==> config.mk <==
export PLATFORM = sky130hd
export DESIGN_NAME = assoc_store
export DESIGN_NICKNAME = d
export VERILOG_FILES = /design/src/rtl/assoc_store.sv
export SDC_FILE = /design/constraint.sdc
export NUM_CORES = 2
export LEC_CHECK = 0
export BUFFER_PORTS_ARGS = -buffer_cell sky130_fd_sc_hd__buf_2
export CORE_MARGIN = 1
export CORE_UTILIZATION = 28
export DETAILED_ROUTE_END_ITERATION = 7
export GPL_ROUTABILITY_DRIVEN = 0
export MAX_ROUTING_LAYER = met4
export PLACE_DENSITY = 0.53
export SLEW_MARGIN = 20
export SYNTH_ARGS = -nofsm -noshare
export SYNTH_HDL_FRONTEND = slang
export SYNTH_SLANG_ARGS = --single-unit
==> constraint.sdc <==
create_clock -name clk -period 6.7 [get_ports clk]
set_input_delay 0.335 -clock clk [delete_from_list [all_inputs] [get_ports clk]]
set_output_delay 0.335 -clock clk [all_outputs]
set_load 0.02 [all_outputs]
==> src/rtl/assoc_store.sv <==
// Fully-associative key/value table modelling a sparse memory.
// Writes insert or update a key; reads return the stored value or DEFAULT_VAL one cycle later.
module assoc_store #(
  parameter int                 DEPTH       = 16,
  parameter int                 KEY_W       = 32,
  parameter int                 DATA_W      = 32,
  parameter logic [DATA_W-1:0]  DEFAULT_VAL = '0
) (
  input  logic                       clk,
  input  logic                       rst_n,
  input  logic                       we,
  input  logic [KEY_W-1:0]           addr,
  input  logic [DATA_W-1:0]          din,
  output logic [DATA_W-1:0]          dout,
  output logic                       hit,
  output logic                       full,
  output logic                       overflow,
  output logic [$clog2(DEPTH+1)-1:0] count
);

  localparam int CNT_W = $clog2(DEPTH+1);
  localparam int IDX_W = $clog2(DEPTH);

  logic [KEY_W-1:0]  key_q  [DEPTH];
  logic [KEY_W-1:0]  key_d  [DEPTH];
  logic [DATA_W-1:0] data_q [DEPTH];
  logic [DATA_W-1:0] data_d [DEPTH];
  logic [DEPTH-1:0]  valid_q, valid_d;
  logic [CNT_W-1:0]  count_q, count_d;
  logic              overflow_q, overflow_d;
  logic [DATA_W-1:0] dout_q, dout_d;
  logic              hit_q, hit_d;

  logic              any_match;
  logic [IDX_W-1:0]  match_idx;
  logic              any_free;
  logic [IDX_W-1:0]  free_idx;
  logic              full_w;

  assign full_w = (count_q == CNT_W'(DEPTH));

  // Keys are unique, so at most one valid entry can match the lookup.
  always_comb begin
    any_match = 1'b0;
    match_idx = '0;
    any_free  = 1'b0;
    free_idx  = '0;
    for (int i = 0; i < DEPTH; i++) begin
      if (valid_q[i] && (key_q[i] == addr)) begin
        any_match = 1'b1;
        match_idx = IDX_W'(i);
      end
      if (!valid_q[i] && !any_free) begin
        any_free = 1'b1;
        free_idx = IDX_W'(i);
      end
    end
  end

  always_comb begin
    key_d      = key_q;
    data_d     = data_q;
    valid_d    = valid_q;
    count_d    = count_q;
    overflow_d = overflow_q;
    dout_d     = dout_q;
    hit_d      = hit_q;
    if (we) begin
      if (any_match) begin
        data_d[match_idx] = din;
      end else if (!full_w && any_free) begin
        key_d[free_idx]   = addr;
        data_d[free_idx]  = din;
        valid_d[free_idx] = 1'b1;
        count_d           = count_q + CNT_W'(1);
      end else begin
        overflow_d = 1'b1;
      end
    end else begin
      if (any_match) begin
        dout_d = data_q[match_idx];
        hit_d  = 1'b1;
      end else begin
        dout_d = DEFAULT_VAL;
        hit_d  = 1'b0;
      end
    end
  end

  // Occupancy and read results are reset; key/data storage is gated by valid bits instead.
  always_ff @(posedge clk or negedge rst_n) begin
    if (!rst_n) begin
      valid_q    <= '0;
      count_q    <= '0;
      overflow_q <= 1'b0;
      dout_q     <= DEFAULT_VAL;
      hit_q      <= 1'b0;
    end else begin
      valid_q    <= valid_d;
      count_q    <= count_d;
      overflow_q <= overflow_d;
      dout_q     <= dout_d;
      hit_q      <= hit_d;
    end
  end

  always_ff @(posedge clk) begin
    key_q  <= key_d;
    data_q <= data_d;
  end

  assign dout     = dout_q;
  assign hit      = hit_q;
  assign full     = full_w;
  assign overflow = overflow_q;
  assign count    = count_q;

endmodule

---- Yosys cells after proc, flatten, opt, wreduce, memory -nomap -nowiden ----
Index checks and enable logic that the tools add are counted.
word-level totals
  flip-flop bits (word level) ............. 1079
  input bits .............................. 67
  output and inout bits ................... 40
cells by class
  add/subtract/negate cells ............... 1
  $lt $le $gt $ge ......................... 6
  equality and inequality tests ........... 17
  muxes and demuxes ....................... 78
  bitwise operators ....................... 5
  reductions and logical operators ........ 69
operators by type and width
  operator                                                               number
  512-bit bitwise mux                                                    3
  512-bit two-way mux                                                    2
  32-bit == test                                                         16
  32-bit demux with 4-bit select                                         2
  32-bit two-way mux                                                     5
  32-bit binary-select mux with 4-bit select                             1
  4-bit two-way mux                                                      28
  1-bit two-way mux                                                      36
  1-bit logical AND                                                      35
  1-bit logical NOT                                                      30
  16-bit OR                                                              1
  5-bit >= comparator, second input constant                             2
  5-bit by 1-bit < comparator with 1-bit output, second input constant   2
  4-bit NOT with 5-bit output                                            2
  3-bit AND reduction                                                    2
  5-bit by 1-bit adder with 5-bit output, second input constant          1
  5-bit == test, second input constant                                   1
  4-bit by 5-bit < comparator with 1-bit output, second input constant   1
  1-bit demux with 4-bit select                                          1
  4-bit by 1-bit >= comparator with 1-bit output, second input constant  1
  1-bit NOT                                                              2
  2-bit AND reduction                                                    1
  2-bit nonzero test                                                     1

---- Longest topological paths before layout ----
  word-level depth ........................ 53
  depth in mapped cells ................... 17
  mapped depth without buffers ............ 11

---- Least setup slack after synthesis ----
No wires, ideal clock.
  path kind ............................... input to register
  start ................................... input port addr[22]
  end ..................................... register key_q[0] (netlist name), enable pin
  library setup time ...................... 0.504 ns
  arrival ................................. 5.498 ns
  required time ........................... 6.196 ns
  slack ................................... 0.698 ns
  cell stages on the path ................. 13
  buffers on the path ..................... 4
  path through ............................ buf_2 buf_2 xor2_1 nor4_1 nand3_1 or4_1 clkbuf_1 and4_1 clkbuf_1 nand3_2 nor2_1 nand3_1 nor4_1
on the way
  word-level cells in the longest chain between the ends .. 20
  elaborated cells on any way between the ends .. 50
  classes of those cells .................. eq/ne: 16; mux: 16; bitwise: 1; reduce/logical: 17
RTL lines
  what                                    line  RTL
  start: declaration                      12    input logic [KEY_W-1:0] addr,
  32-bit == test                          49    if (valid_q[i] && (key_q[i] == addr)) begin
  1-bit logical AND                       49
  1-bit two-way mux (15 in a row)         49
  1-bit two-way mux *                     49
  1-bit NOT (no source line) *            -
  3-bit AND reduction (no source line) *  -
  end signal: assignment                  108   key_q <= key_d;
  end: declaration                        24    logic [KEY_W-1:0] key_q [DEPTH];
Every way passes the cells marked *; elsewhere a longest branch is shown, timed or not.
A chain may end at the register's enable or synchronous reset.

---- Worst setup path after layout ----
  start ................................... input port addr[30]
  end ..................................... register data_q[152] (netlist name), enable pin
on the way
  word-level cells in the longest chain between the ends .. 20
  elaborated cells on any way between the ends .. 50
  classes of those cells .................. eq/ne: 16; mux: 16; reduce/logical: 18
RTL lines
  what                                    line  RTL
  32-bit == test                          49
  1-bit logical AND                       49
  1-bit two-way mux (15 in a row)         49
  1-bit two-way mux *                     49
  2-bit nonzero test (no source line) *   -
  2-bit AND reduction (no source line) *  -
  end signal: assignment                  109   data_q <= data_d;
  end: declaration                        26    logic [DATA_W-1:0] data_q [DEPTH];
Marked as above.

==> flow_metrics.tcl <==
set metrics [dict create \
    critPathLaunchType "primary input" \
    grt.overflow.total 0 \
    cts_setup_buffers 0 \
    numPortBuffers 106 \
    fp.dieH_um 422 \
    synth_xor_area_share_pct 9.06 \
    ant_nets 0 \
    power_frac_comb_pct 14.0 \
    drc 0 \
    vias_per_cell 4.96 \
    setup_tns_ns 0 \
    fill_cells 17200 \
    final_cells 6227 \
    fin_crit_sh_pct 74.6 \
    relSlewSlack_pct 25.6 \
    ctsHoldBuffers 3 \
    clockRootBuffer "clkbuf_16" \
    finalWirelength_um 151000 \
    start_util_pct 28.3 \
    synth_top_family_by_area "simple AND/OR/NAND/NOR gates" \
    setup.worst_path.class "primary input to register" \
    async_flop_share_pct 5.10 \
    clk_pin_slew_ns 0.06 \
    core_area_um2 175000 \
    p_leak_nw 18.7 \
    cp.arrival_ns 5.42 \
    clockBufferDepth 3 \
    h-tree-depth 3 \
    final-hold-violation-count 0 \
    holdPathStages 1 \
    ys.flop_type "edfxtp_1" \
    ys_top_cells_by_area "edfxtp_1 62%, xor2_1 6.7%, and2_1 3.8%" \
    yosys.area_share.adder_pct 0.0506 \
    p_seq_share_pct 49.8 \
    peakVddDrop_uv 221 \
    synth_compound_area_share_pct 3.74 \
    hpwl_um 94000 \
    finalClockSkew_ns 0.0234 \
    p_per_area_nw_per_um2 298 \
    ys_warn_count 0 \
    dr.first_iter.drc_count 3092 \
    yosysUniqueCellTypes 79 \
    syn_inst 3675 \
    vias 30900 \
    intPower_w 0.0123 \
    die-area_um2 178000 \
    syn_nets 3744 \
    cp-end-kind "register" \
    wire_per_inst_um 24.3 \
    cts.sinks 1079 \
    yosysTopAreaCellShare_pct 62.2 \
    status "completed" \
    syn_area_per_cell_um2 13.5 \
    swShare_pct 27.1 \
    synthSimpleGateAreaFrac_pct 16.5 \
    netlist_area_um2 49500 \
    synth_top_cell_by_area "edfxtp_1" \
    synth-seq-cells 1079 \
    dp.cells 6011 \
    cap_violations 0 \
    cts_resized 0 \
    rows 153 \
    nNetsFinal 3872 \
    rsz0062_at_grt "no" \
    grt_max_degree 100 \
    drive_above_1_share_pct 13.4 \
    drv_slew 0 \
    worst_slew_pin_slew_ns 1.11 \
    dr.pass1.iters 6 \
    ys_seq_area_share_pct 64.9 \
    clkLatencyLatePin_ns 0.73 \
    die_w_um 422 \
    synth.area.mux_share_pct 2.85 \
    grt_pass1_wl_um 218000 \
    pwr-share-clk_pct 36.2 \
    grt_pass1_vias 30300 \
    cts_buffers 111 \
    p_sw_w 0.00459 \
    hold_path.class "primary input to register" \
    fin_crit_ns 5.00 \
    synth_edf_count 1024 \
    area_growth_syn_to_layout_pct 14.9 \
    cts_tree "done" \
    setup_violations 0 \
    num_io_pins 107 \
    track_usage_pct 17.2 \
    fmax_mhz 200 \
    path_max_fanout 23 \
    crit_required_ns 7.12 \
    worstRegToRegCells 11 \
    grt_antenna_before_repair 12 \
]
[worst max-delay path: stages]
cell           delay, ns
dlygate4sd3_1       0.52
buf_2               0.26
buf_4               0.30
xor2_1              0.13
nor4_1              0.24
nand4_1             0.13
or4_1               0.67
o21bai_1            0.21
a21oi_1             0.08
o21ai_0             0.47
a21o_1              0.23
a41oi_1             0.26
o22a_2              0.36
nor2_4              0.80
buf_4               0.39
[metrics by stage]
step	utilization (%)	worst slack (ns)	total power [W]	cell area, um^2	hold slack, ns
floorplan	-	0.698	0.00986	49500	0.0394
global placement	30.5	1.22	0.0109	53300	0.474
detailed placement	30.5	1.31	0.0109	53300	0.484
CTS	32.6	1.76	0.0171	56800	0.00527
global route	32.6	1.52	0.0175	56900	0.0176
finish	32.6	1.70	0.0169	56900	0.0391
[flip-flops by register name, summed over array words and instances, names as in the netlist]
register and count:
dout 32, valid_q 16, data_q 512, count 5, hit 1, key_q 512, overflow 1
[synthesized netlist by cell type, types with 6 or more instances]
library cell  number
edfxtp_1        1024
xor2_1           381
and2_1           300
nand2_1          222
nor2b_1          221
nor4_1           169
nand3_1          154
xnor2_1          131
clkbuf_1         123
mux2i_1          107
nor3_1            89
nand4_1           76
buf_2             69
nor2_1            63
dfrtp_1           55
a221oi_1          39
buf_6             28
inv_1             27
a21oi_1           26
mux2_2            25
buf_4             21
o21ai_0           21
o2111ai_1         20
nand4b_1          19
or4_1             19
and3_1            18
nand2b_1          18
or2_2             18
a222oi_1          16
o21ai_1           13
a2111o_1          11
nor4b_1           10
a211o_1            9
a32o_1             9
a22oi_1            8
o211ai_1           8
or3_1              8
a31oi_1            7
and4_1             7
or3b_2             6
[layout make-up]
| cell class | count | area [um^2] | share of cell area (%) |
|---|---|---|---|
| Sequential cell | 1079 | 32100 | 56.5 |
| Clock inverter | 58 | 484 | 0.852 |
| Clock buffer | 151 | 3030 | 5.33 |
| Multi-Input combinational cell | 2325 | 16300 | 28.6 |
| Inverter | 27 | 101 | 0.178 |
| Antenna cell | 3 | 7.51 | 0.0132 |
| Timing Repair Buffer | 259 | 1930 | 3.39 |
| Tap cell | 2325 | 2910 | 5.12 |
[path summary, 6_finish.rpt]
kind | from | to | slack, ns
max in group asynchronous | rst_n | count[4]$_DFFE_PN0N_ | 5.87
setup reg to reg | key_q[383]$_DFFE_PP_ | data_q[218]$_DFFE_PP_ | 1.79
hold / removal | addr[20] | key_q[340]$_DFFE_PP_ | 0.04
min in group asynchronous | rst_n | dout[31]$_DFFE_PN0N_ | 0.17
setup / recovery | addr[30] | data_q[152]$_DFFE_PP_ | 1.70
hold reg to reg | dout[2]$_DFFE_PN0N_ | dout[2]$_DFFE_PN0N_ | 0.49
[layer usage]
layer	GRT usage, %	wire [um]	vias to the layer above
met5	-	0	-
met2	26.4	69800	1086
li1	-	-	13900
met4	5.02	4490	0
met1	23.2	67600	15700
met3	2.76	9520	218
[placed cells by master, fill, tap and decap left out, types with 12 or more instances in the layout]
| cell | instances |
|---|---|
| o21ai_1 | 12 |
| mux2_2 | 25 |
| dfrtp_1 | 55 |
| nor4_1 | 167 |
| mux2i_1 | 107 |
| or4_1 | 19 |
| nand4b_1 | 19 |
| clkbuf_1 | 34 |
| nor3_1 | 80 |
| a222oi_1 | 16 |
| and3_1 | 17 |
| clkinv_2 | 16 |
| nor2_1 | 41 |
| o2111ai_1 | 19 |
| o21ai_0 | 20 |
| inv_1 | 27 |
| xor2_1 | 381 |
| a21oi_1 | 25 |
| clkinv_1 | 26 |
| buf_2 | 104 |
| a221oi_1 | 39 |
| nor2b_1 | 221 |
| clkbuf_16 | 115 |
| nor2_2 | 14 |
| xnor2_1 | 131 |
| buf_4 | 133 |
| nand2b_1 | 18 |
| buf_12 | 19 |
| nand4_1 | 76 |
| and2_1 | 294 |
| or2_2 | 18 |
| nand2_1 | 222 |
| edfxtp_1 | 1024 |
| nand3_1 | 154 |
[power by group through the flow]
stage	clock, W	sequential [W]	combinational (W)
finish	0.00613	0.00843	0.00236
global route	0.00648	0.00849	0.00253
CTS	0.00624	0.00844	0.00237
detailed placement	0	0.00858	0.00237
global placement	0	0.00856	0.00235
floorplan	0	0.00853	0.00133
[cells by family (layout without fill, tap and decap cells)]
logic type               after synthesis  in the layout
buffers and inverters                271            495
AND/OR/NAND/NOR                     1439           1439
XOR/XNOR                             512            512
adder cells (fa/ha/maj)                2              2
AO/OA/AOI/OAI                        235            235
flip-flops                          1079           1079
multiplexers                         137            137
other                                  0              3
Note: power is estimated with default switching activity, not from simulation.
